--- src/rtl/multi_channel_reference_reader.sv ---
// ---------------------------------------------------------------------------
// multi_channel_reference_reader
//
// Serves reference-sequence fetch requests from NUM_CH Smith-Waterman engine
// channels over one shared AXI read-arbiter port. Each request (start block,
// length in blocks) is cut into bursts of at most MAX_BURST_BEATS beats.
// Bursts are granted round-robin, one burst at a time, so a long reference
// cannot starve the other channels. Returned 256-bit beats are gathered into
// 2*REF_LENGTH-bit blocks and handed to each channel through a one-deep
// output slot with a valid/ready handshake.
//
// Ports
//   clk, rst                  clock, asynchronous active-high reset
//   ref_addr_in               per-channel start block index (25 b each)
//   ref_length_in             per-channel length in blocks (25 b each)
//   ref_info_valid_in         per-channel request valid
//   ref_info_rdy_out          per-channel idle; request taken on valid&rdy
//   ref_seq_block_out         per-channel reference block
//   ref_seq_block_valid_out   per-channel block valid
//   ref_seq_block_rdy_in      per-channel block accepted
//   ref_done_out              per-channel pulse after the last block hand-off
//   rd_id_out                 granted channel index, zero-extended
//   rd_addr_out               burst byte address
//   rd_len_out                burst beats minus one
//   rd_info_valid_out         burst request valid
//   rd_info_rdy_in            burst request accepted
//   rd_data_in                read beat
//   rd_data_valid_in          read beat valid
//   rd_data_rdy_out           read beat accepted
// ---------------------------------------------------------------------------
module multi_channel_reference_reader #(
   parameter int          NUM_CH          = 4,
   parameter int          REF_LENGTH      = 128,
   parameter int          MAX_BURST_BEATS = 16,
   parameter logic [31:0] BASE_ADDR       = 32'h0
) (
   input  logic                           clk,
   input  logic                           rst,
   input  logic [NUM_CH*25-1:0]           ref_addr_in,
   input  logic [NUM_CH*25-1:0]           ref_length_in,
   input  logic [NUM_CH-1:0]              ref_info_valid_in,
   output logic [NUM_CH-1:0]              ref_info_rdy_out,
   output logic [NUM_CH*2*REF_LENGTH-1:0] ref_seq_block_out,
   output logic [NUM_CH-1:0]              ref_seq_block_valid_out,
   input  logic [NUM_CH-1:0]              ref_seq_block_rdy_in,
   output logic [NUM_CH-1:0]              ref_done_out,
   output logic [5:0]                     rd_id_out,
   output logic [31:0]                    rd_addr_out,
   output logic [7:0]                     rd_len_out,
   output logic                           rd_info_valid_out,
   input  logic                           rd_info_rdy_in,
   input  logic [255:0]                   rd_data_in,
   input  logic                           rd_data_valid_in,
   output logic                           rd_data_rdy_out
);

   localparam int          BW        = 2 * REF_LENGTH;
   localparam int          BEATS     = BW / 256;
   localparam int          BPB       = MAX_BURST_BEATS / BEATS;   // blocks per burst
   localparam int          GW        = (NUM_CH > 1) ? $clog2(NUM_CH) : 1;
   localparam int          BIDX_W    = (BEATS > 1) ? $clog2(BEATS) : 1;
   localparam logic [31:0] BLK_BYTES = 32'(REF_LENGTH / 4);

   typedef enum logic [1:0] {S_IDLE, S_ADDR, S_DATA} state_t;

   // Burst engine state
   state_t            r_state;
   logic [GW-1:0]     r_grant;
   logic [GW-1:0]     r_last_grant;
   logic [8:0]        r_blocks;
   logic [8:0]        r_beats_left;
   logic [BIDX_W-1:0] r_beat_idx;
   logic [BW-1:0]     r_gather;
   logic              r_rd_valid;
   logic [5:0]        r_rd_id;
   logic [31:0]       r_rd_addr;
   logic [7:0]        r_rd_len;

   // Per-channel state
   logic [24:0]       r_cur_addr   [NUM_CH];
   logic [24:0]       r_remaining  [NUM_CH];
   logic [BW-1:0]     r_slot_data  [NUM_CH];
   logic [NUM_CH-1:0] r_busy;
   logic [NUM_CH-1:0] r_slot_valid;
   logic [NUM_CH-1:0] r_done;

   logic              w_found;
   logic [GW-1:0]     w_next;
   logic [8:0]        w_blocks;
   logic              w_final_blk;
   logic              w_slot_free;
   logic              w_data_rdy;
   logic              w_beat_acc;
   logic              w_load;
   logic              w_addr_acc;
   logic [BW-1:0]     w_block;

   // Round-robin search starting one past the last grant, wrapping.
   always_comb begin
      int idx;
      idx     = 0;
      w_found = 1'b0;
      w_next  = '0;
      for (int i = 1; i <= NUM_CH; i++) begin
         idx = int'(r_last_grant) + i;
         if (idx >= NUM_CH) idx = idx - NUM_CH;
         if (!w_found && r_busy[idx] && (r_remaining[idx] != '0)) begin
            w_found = 1'b1;
            w_next  = GW'(idx);
         end
      end
   end

   assign w_blocks = (r_remaining[w_next] < 25'(BPB)) ? r_remaining[w_next][8:0] : 9'(BPB);

   // Only the beat that completes a block needs room in the output slot;
   // a slot being drained this cycle counts as room.
   assign w_final_blk = (r_beat_idx == BIDX_W'(BEATS - 1));
   assign w_slot_free = !r_slot_valid[r_grant] || ref_seq_block_rdy_in[r_grant];
   assign w_data_rdy  = (r_state == S_DATA) && (!w_final_blk || w_slot_free);
   assign w_beat_acc  = w_data_rdy && rd_data_valid_in;
   assign w_load      = w_beat_acc && w_final_blk;
   assign w_addr_acc  = (r_state == S_ADDR) && rd_info_rdy_in;

   // Current beat dropped into its lane on top of the beats gathered so far.
   always_comb begin
      w_block = r_gather;
      for (int k = 0; k < BEATS; k++) begin
         if (r_beat_idx == BIDX_W'(k)) w_block[256*k +: 256] = rd_data_in;
      end
   end

   always_ff @(posedge clk or posedge rst) begin
      if (rst) begin
         r_state      <= S_IDLE;
         r_grant      <= '0;
         r_last_grant <= GW'(NUM_CH - 1);
         r_blocks     <= '0;
         r_beats_left <= '0;
         r_beat_idx   <= '0;
         r_gather     <= '0;
         r_rd_valid   <= 1'b0;
         r_rd_id      <= '0;
         r_rd_addr    <= '0;
         r_rd_len     <= '0;
      end else begin
         case (r_state)
            S_IDLE: begin
               if (w_found) begin
                  r_grant      <= w_next;
                  r_last_grant <= w_next;
                  r_blocks     <= w_blocks;
                  r_beats_left <= 9'(int'(w_blocks) * BEATS);
                  r_beat_idx   <= '0;
                  r_rd_valid   <= 1'b1;
                  r_rd_id      <= 6'(w_next);
                  r_rd_addr    <= BASE_ADDR + 32'(r_cur_addr[w_next]) * BLK_BYTES;
                  r_rd_len     <= 8'(int'(w_blocks) * BEATS - 1);
                  r_state      <= S_ADDR;
               end
            end
            S_ADDR: begin
               if (rd_info_rdy_in) begin
                  r_rd_valid <= 1'b0;
                  r_state    <= S_DATA;
               end
            end
            S_DATA: begin
               if (w_beat_acc) begin
                  r_beats_left <= r_beats_left - 9'd1;
                  if (w_final_blk) begin
                     r_beat_idx <= '0;
                  end else begin
                     r_beat_idx <= r_beat_idx + BIDX_W'(1);
                     r_gather   <= w_block;
                  end
                  if (r_beats_left == 9'd1) r_state <= S_IDLE;
               end
            end
            default: r_state <= S_IDLE;
         endcase
      end
   end

   always_ff @(posedge clk or posedge rst) begin
      if (rst) begin
         for (int c = 0; c < NUM_CH; c++) begin
            r_cur_addr[c]  <= '0;
            r_remaining[c] <= '0;
            r_slot_data[c] <= '0;
         end
         r_busy       <= '0;
         r_slot_valid <= '0;
         r_done       <= '0;
      end else begin
         r_done <= '0;
         for (int c = 0; c < NUM_CH; c++) begin
            if (ref_info_valid_in[c] && !r_busy[c]) begin
               // A zero-length request completes without touching the bus.
               if (ref_length_in[c*25 +: 25] == '0) begin
                  r_done[c] <= 1'b1;
               end else begin
                  r_busy[c]      <= 1'b1;
                  r_cur_addr[c]  <= ref_addr_in[c*25 +: 25];
                  r_remaining[c] <= ref_length_in[c*25 +: 25];
               end
            end
            if (w_addr_acc && (r_grant == GW'(c))) begin
               r_cur_addr[c]  <= r_cur_addr[c] + 25'(r_blocks);
               r_remaining[c] <= r_remaining[c] - 25'(r_blocks);
            end
            if (w_load && (r_grant == GW'(c))) begin
               r_slot_valid[c] <= 1'b1;
               r_slot_data[c]  <= w_block;
            end else if (r_slot_valid[c] && ref_seq_block_rdy_in[c]) begin
               r_slot_valid[c] <= 1'b0;
               // Request finishes once nothing is left to fetch and no burst
               // for this channel is still in flight.
               if (r_busy[c] && (r_remaining[c] == '0) &&
                   !((r_state != S_IDLE) && (r_grant == GW'(c)))) begin
                  r_done[c] <= 1'b1;
                  r_busy[c] <= 1'b0;
               end
            end
         end
      end
   end

   for (genvar g = 0; g < NUM_CH; g++) begin : g_out
      assign ref_seq_block_out[g*BW +: BW] = r_slot_data[g];
   end

   assign ref_info_rdy_out        = ~r_busy;
   assign ref_seq_block_valid_out = r_slot_valid;
   assign ref_done_out            = r_done;
   assign rd_id_out               = r_rd_id;
   assign rd_addr_out             = r_rd_addr;
   assign rd_len_out              = r_rd_len;
   assign rd_info_valid_out       = r_rd_valid;
   assign rd_data_rdy_out         = w_data_rdy;

endmodule

--- config.mk ---
export PLATFORM = sky130hd
export DESIGN_NAME = multi_channel_reference_reader
export DESIGN_NICKNAME = d
export VERILOG_FILES = /design/src/rtl/multi_channel_reference_reader.sv
export SDC_FILE = /design/constraint.sdc
export NUM_CORES = 2
export LEC_CHECK = 0
export ABC_AREA = 1
export CORE_AREA = 10 10 588 590
export DETAILED_ROUTE_END_ITERATION = 6
export DIE_AREA = 0 0 598 600
export PLACE_DENSITY_LB_ADDON = 0.1
export SETUP_SLACK_MARGIN = 0.02
export SYNTH_ARGS = -nofsm -noshare
export SYNTH_HDL_FRONTEND = slang
export SYNTH_SLANG_ARGS = --single-unit
--- constraint.sdc ---
create_clock -name clk -period 56.9 [get_ports clk]
set_clock_uncertainty 0.05 [all_clocks]
set_input_delay 8.535 -clock clk [delete_from_list [all_inputs] [get_ports clk]]
set_output_delay 8.535 -clock clk [all_outputs]
set_load 0.03 [all_outputs]
# [After elaboration in Yosys (flattened, before gate mapping)]
# Cells that the tools add are included.
[word_totals] ff_bits=1551 in_bits=468 word_cells=305
[op_classes] n_addsub=19 order_cmp=15 eq_ne=14 n_mux=135 bitwise=7 reduce_logical=87
[op_table] op="$mux 25" count=36
[op_table] op="$bmux 25 s2" count=6
[op_table] op="$mux 256" count=1
[op_table] op="$logic_not 25->1" count=8
[op_table] op="$ge 32x3->1 const B" count=4
[op_table] op="$lt 32x4->1 const B" count=4
[op_table] op="$mux 32" count=4
[op_table] op="$not 32->32" count=4
[op_table] op="$add 25x9->25" count=4
[op_table] op="$reduce_bool 25->1" count=4
[op_table] op="$sub 25x9->25" count=4
[op_table] op="$mux 1" count=67
[op_table] op="$logic_and 1x1->1" count=39
[op_table] op="$mux 9" count=3
[op_table] op="$lt 25x5->1 const B" count=1
[op_table] op="$reduce_bool 2->1" count=11
[op_table] op="$pmux 9 s2" count=1
[op_table] op="$mux 2" count=8
[op_table] op="$bmux 1 s2" count=6
[op_table] op="$ge 3x3->1 const B" count=4
[op_table] op="$logic_not 1->1" count=12
[op_table] op="$sub 3x3->4 const B" count=3
[op_table] op="$ne 2x1->1 const B" count=5
[op_table] op="$reduce_and 2->1" count=5
[op_table] op="22 further kinds" count=33

# [Logic depth before layout (Yosys ltp)]
[depth] ltp_word=30 ltp_mapped=27 mapped_depth_nobuf=24

# [Least setup slack after synthesis]
# No wires, ideal clock.
[synth_timing] path_kind="input to output" start="in ref_seq_block_rdy_in[0]" end="out rd_data_rdy_out" t_arrival_ps=9055 t_required_ps=48315 setup_slack_ps=39260 path_stages=3 path_buffers=0 path_cell_list="a22oi_1 > o2111ai_1 > and2_1"
[synth_between] elab_chain_cells=5
[synth_lines] item="from (decl)" line_no="45" source="input logic [NUM_CH-1:0] ref_seq_block_rdy_in,"
[synth_lines] item="$bmux 1 s2" line_no="119" source="assign w_slot_free = !r_slot_valid[r_grant] || ref_seq_block_rdy_in[r_grant];"
[synth_lines] item="$mux 1 (implied by the code)" line_no="119"
[synth_lines] item="$logic_or 1x1->1" line_no="119"
[synth_lines] item="$logic_or 1x1->1" line_no="120" source="assign w_data_rdy = (r_state == S_DATA) && (!w_final_blk || w_slot_free);"
[synth_lines] item="$logic_and 1x1->1" line_no="120"
[synth_lines] item="to (decl)" line_no="54" source="output logic rd_data_rdy_out"
# No other way between the ends. The select of a mux whose other input is x is not followed.

# [Final worst setup path]
[layout_timing] start="in ref_seq_block_rdy_in[2]" end="out rd_data_rdy_out"
# The elaborated chain is that of the path after synthesis.

==> results.json <==
{
  "status": "finished clean",
  "cts-hold-fix-buffers": 0,
  "synthFlopType": "dfrtp_1",
  "ys_types": 55,
  "swShare_pct": 48.7,
  "cts_htree_levels": 4,
  "grt_max_degree": 146,
  "antenna_left": 0,
  "fp-row-count": 212,
  "maxSlewViolCount": 0,
  "required_ns": 48.31,
  "cts_resized": 0,
  "tightest_slew_ns": 1.32,
  "combPwrFrac_pct": 51.9,
  "synth_adder_area_share_pct": 1.89,
  "portBuffers": 1540,
  "grt_pass1_vias": 56200,
  "fin_ws_ns": 37.46,
  "synth_cells": 7212,
  "drive_gt1_share_pct": 4.63,
  "seq_power_share_pct": 28.3,
  "ys_warn_count": 0,
  "vias": 56000,
  "preCtsSetupSlack_ns": 37.24,
  "post_cts_buffers": 0,
  "fp.dieH_um": 600,
  "holdPathStages": 2,
  "p_sw_mw": 2.82,
  "dp_hpwl_mm": 294,
  "p_leak_nw": 39.9,
  "routedWlPerCell_um": 29.3,
  "grt_pass1_wl_mm": 518,
  "grt_use_total_pct": 20.6,
  "min_period_ns": 19.44,
  "clk_pin_slew_ns": 0.06,
  "viasPerCell": 4.24,
  "max_slew_margin_pct": 12.1,
  "reg2reg_from": "r_last_grant[0]",
  "synth-compound-area-share_pct": 7.28,
  "layout.nets": 9215,
  "rsz0062_at_grt": "no",
  "start_util_pct": 17.4,
  "grt_antenna_before_repair": 101,
  "start_kind": "primary input",
  "num_io_pins": 1552,
  "clockBufferDepth": 4,
  "power_density_nw_per_um2": 68.8,
  "setup_viol": 0,
  "rrSetupSlack_ns": 50.62,
  "grt_overflow_total": 0,
  "dieArea_um2": 359000,
  "drv_cap": 0,
  "mostFrequentLayoutCell": "nand2_1",
  "wirelength_mm": 387,
  "cts-root-buf": "clkbuf_16",
  "core-area_um2": 333000,
  "syn_area_per_cell_um2": 8.05,
  "crit_arrival_ns": 10.86,
  "timing.fmax_mhz": 51.4,
  "tns_ns": 0,
  "synth_area_um2": 58000,
  "end_kind": "output pin",
  "hold_viol": 0,
  "peakVddDrop_mv": 0.0299,
  "holdCritStartpoint": "ref_seq_block_out[712]",
  "synth-seq-area-share_pct": 55.8,
  "firstDrtPassIters": 5,
  "rr_endpoint": "rd_len_out[4]",
  "cts_tree": "yes",
  "synth-edff-count": 0,
  "yosys.area_share.xor_xnor_pct": 1.07,
  "die_w_um": 598,
  "ys_ff_latch": 1294,
  "async_reset_ff_share_pct": 100,
  "synthMuxAreaShare_pct": 0,
  "final_cell_mix": "3671 x nand2_1, 1540 x clkdlybuf4s50_1, 1292 x dfrtp_1, 335 x inv_1, 310 x nor2_1",
  "dr.first_iter.drc_count": 4084,
  "yosys.area_share.simple_pct": 29.2,
  "min_path_type": "flip-flop to flip-flop",
  "synth_top_family_by_area": "simple AND/OR/NAND/NOR gates",
  "reg2reg_depth": 20,
  "p_clk_share_pct": 19.7,
  "clock_latency_ns": 0.82,
  "cts_sinks": 1294,
  "p_total_mw": 5.78,
  "n_fill_cell": 36200,
  "crit_type": "primary input to output pin",
  "fin_crit_sh_pct": 34.2,
  "drc": 0,
  "critical_path.max_fanout": 3,
  "p_int_mw": 2.96,
  "globalplace.congestion": 0.886,
  "synthToLayoutAreaGrowth_pct": 44.9,
  "holdPathEnd": "ref_seq_block_out[712]",
  "numCtsBuffers": 177
}
==> worst max path at each step <==
stage	from	endpoint	slack [ns]	depth (start not counted)
floorplan	rst	r_beats_left[0]	11.85	1
global placement	ref_seq_block_rdy_in[2]	rd_data_rdy_out	37.21	5
global route	ref_seq_block_rdy_in[0]	rd_data_rdy_out	37.34	5
finish	ref_seq_block_rdy_in[2]	rd_data_rdy_out	37.46	5
detailed placement	ref_seq_block_rdy_in[0]	rd_data_rdy_out	37.24	5
CTS	ref_seq_block_rdy_in[0]	rd_data_rdy_out	37.23	5
==> area by class of cell <==
class	count	area [µm²]	area share, %
Sequential cell	1294	32400	38.5
Multi-Input combinational cell	5225	23000	27.3
Timing Repair Buffer	1613	16000	19.1
Tap cell	4387	5490	6.53
Clock buffer	272	5280	6.28
Inverter	353	1360	1.62
Clock inverter	43	483	0.574
Antenna cell	27	67.6	0.0803
==> power groups by stage <==
stage	Clock (mW)	Combinational [mW]	Sequential, mW
final	1.14	3.00	1.64
after global routing	1.21	3.20	1.69
after CTS	1.18	3.06	1.64
after detailed placement	0	3.05	1.64
after global placement	0	3.06	1.64
after floorplan	0	0.835	2.28
==> flip-flops by register name, indices dropped and copies added (netlist names), 2 cells and up <==
signal and cells:
r_beats_left 9, r_blocks 9, r_busy 4, r_cur_addr 100, r_last_grant 2, r_remaining 100
r_state 2, rd_addr_out 25, rd_id_out 2, rd_len_out 8, ref_done_out 4, ref_seq_block_out 1024
ref_seq_block_valid_out 4
==> per-layer routing <==
metal / up-vias / wire (µm) / track usage, %
li1: 25700 / - / -
met1: 28000 / 145000 / 22.9
met2: 1834 / 196000 / 37.1
met3: 507 / 30500 / 6.89
met4: 46 / 14400 / 6.31
met5: - / 272 / 0
==> Yosys cell counts, drive strengths merged, types with 2 or more instances <==
library cell  instances  area (µm²)
a2111oi               2        17.5
a21boi               10        75.1
a21o                  7        52.6
a21oi               185         930
a221oi                8        70.1
a22oi                 5        42.5
a31oi                36         225
buf                  61         370
clkbuf              289        1080
clkinv                8        30.0
dfrtp              1292       32300
dfstp                 2        52.6
fa                    8         160
ha                   75         938
inv                 345        1290
nand2              3680       13800
nand3               171         891
nand3b                7        52.6
nand4                51         334
nor2                328        1260
nor3                 48         240
nor3b                 2        15.0
nor4                 27         169
o211ai               96         721
o21a                  2        15.0
o21ai               290        1450
o21bai               10        75.1
o221ai               20         175
o22ai                41         257
o311ai                8        70.1
o31ai                 5        37.5
or2                  14        87.6
or4                   2        15.0
xnor2                14         123
xor2                 57         499
==> critical path: stages <==
cell             delay (ns)
clkdlybuf4s50_1        0.62
nand3_1                0.12
o2111ai_1              0.28
and2_1                 0.51
clkdlybuf4s50_1        0.78
==> logic make-up (layout without fill, tap and decap cells) <==
family | Yosys count | in the layout
other | 1 | 38
buffers and inverters | 703 | 2281
flip-flops | 1294 | 1294
XOR/XNOR | 71 | 71
AO/OA/AOI/OAI | 726 | 726
AND/OR/NAND/NOR | 4334 | 4334
adder cells (fa/ha/maj) | 83 | 83
==> stage by stage <==
step                utilization, %  hold slack, ns  cell area, µm²  cells
global route                  25.2           0.435           84100  13200
global placement              23.5           0.403           78300  12900
CTS                           25.2           0.421           84000  13200
floorplan                        -           0.415           58100   7222
finish                        25.2           0.417           84100  13200
detailed placement            23.5           0.407           78300  12900
No activity file was read; power rests on OpenSTA's default activity.
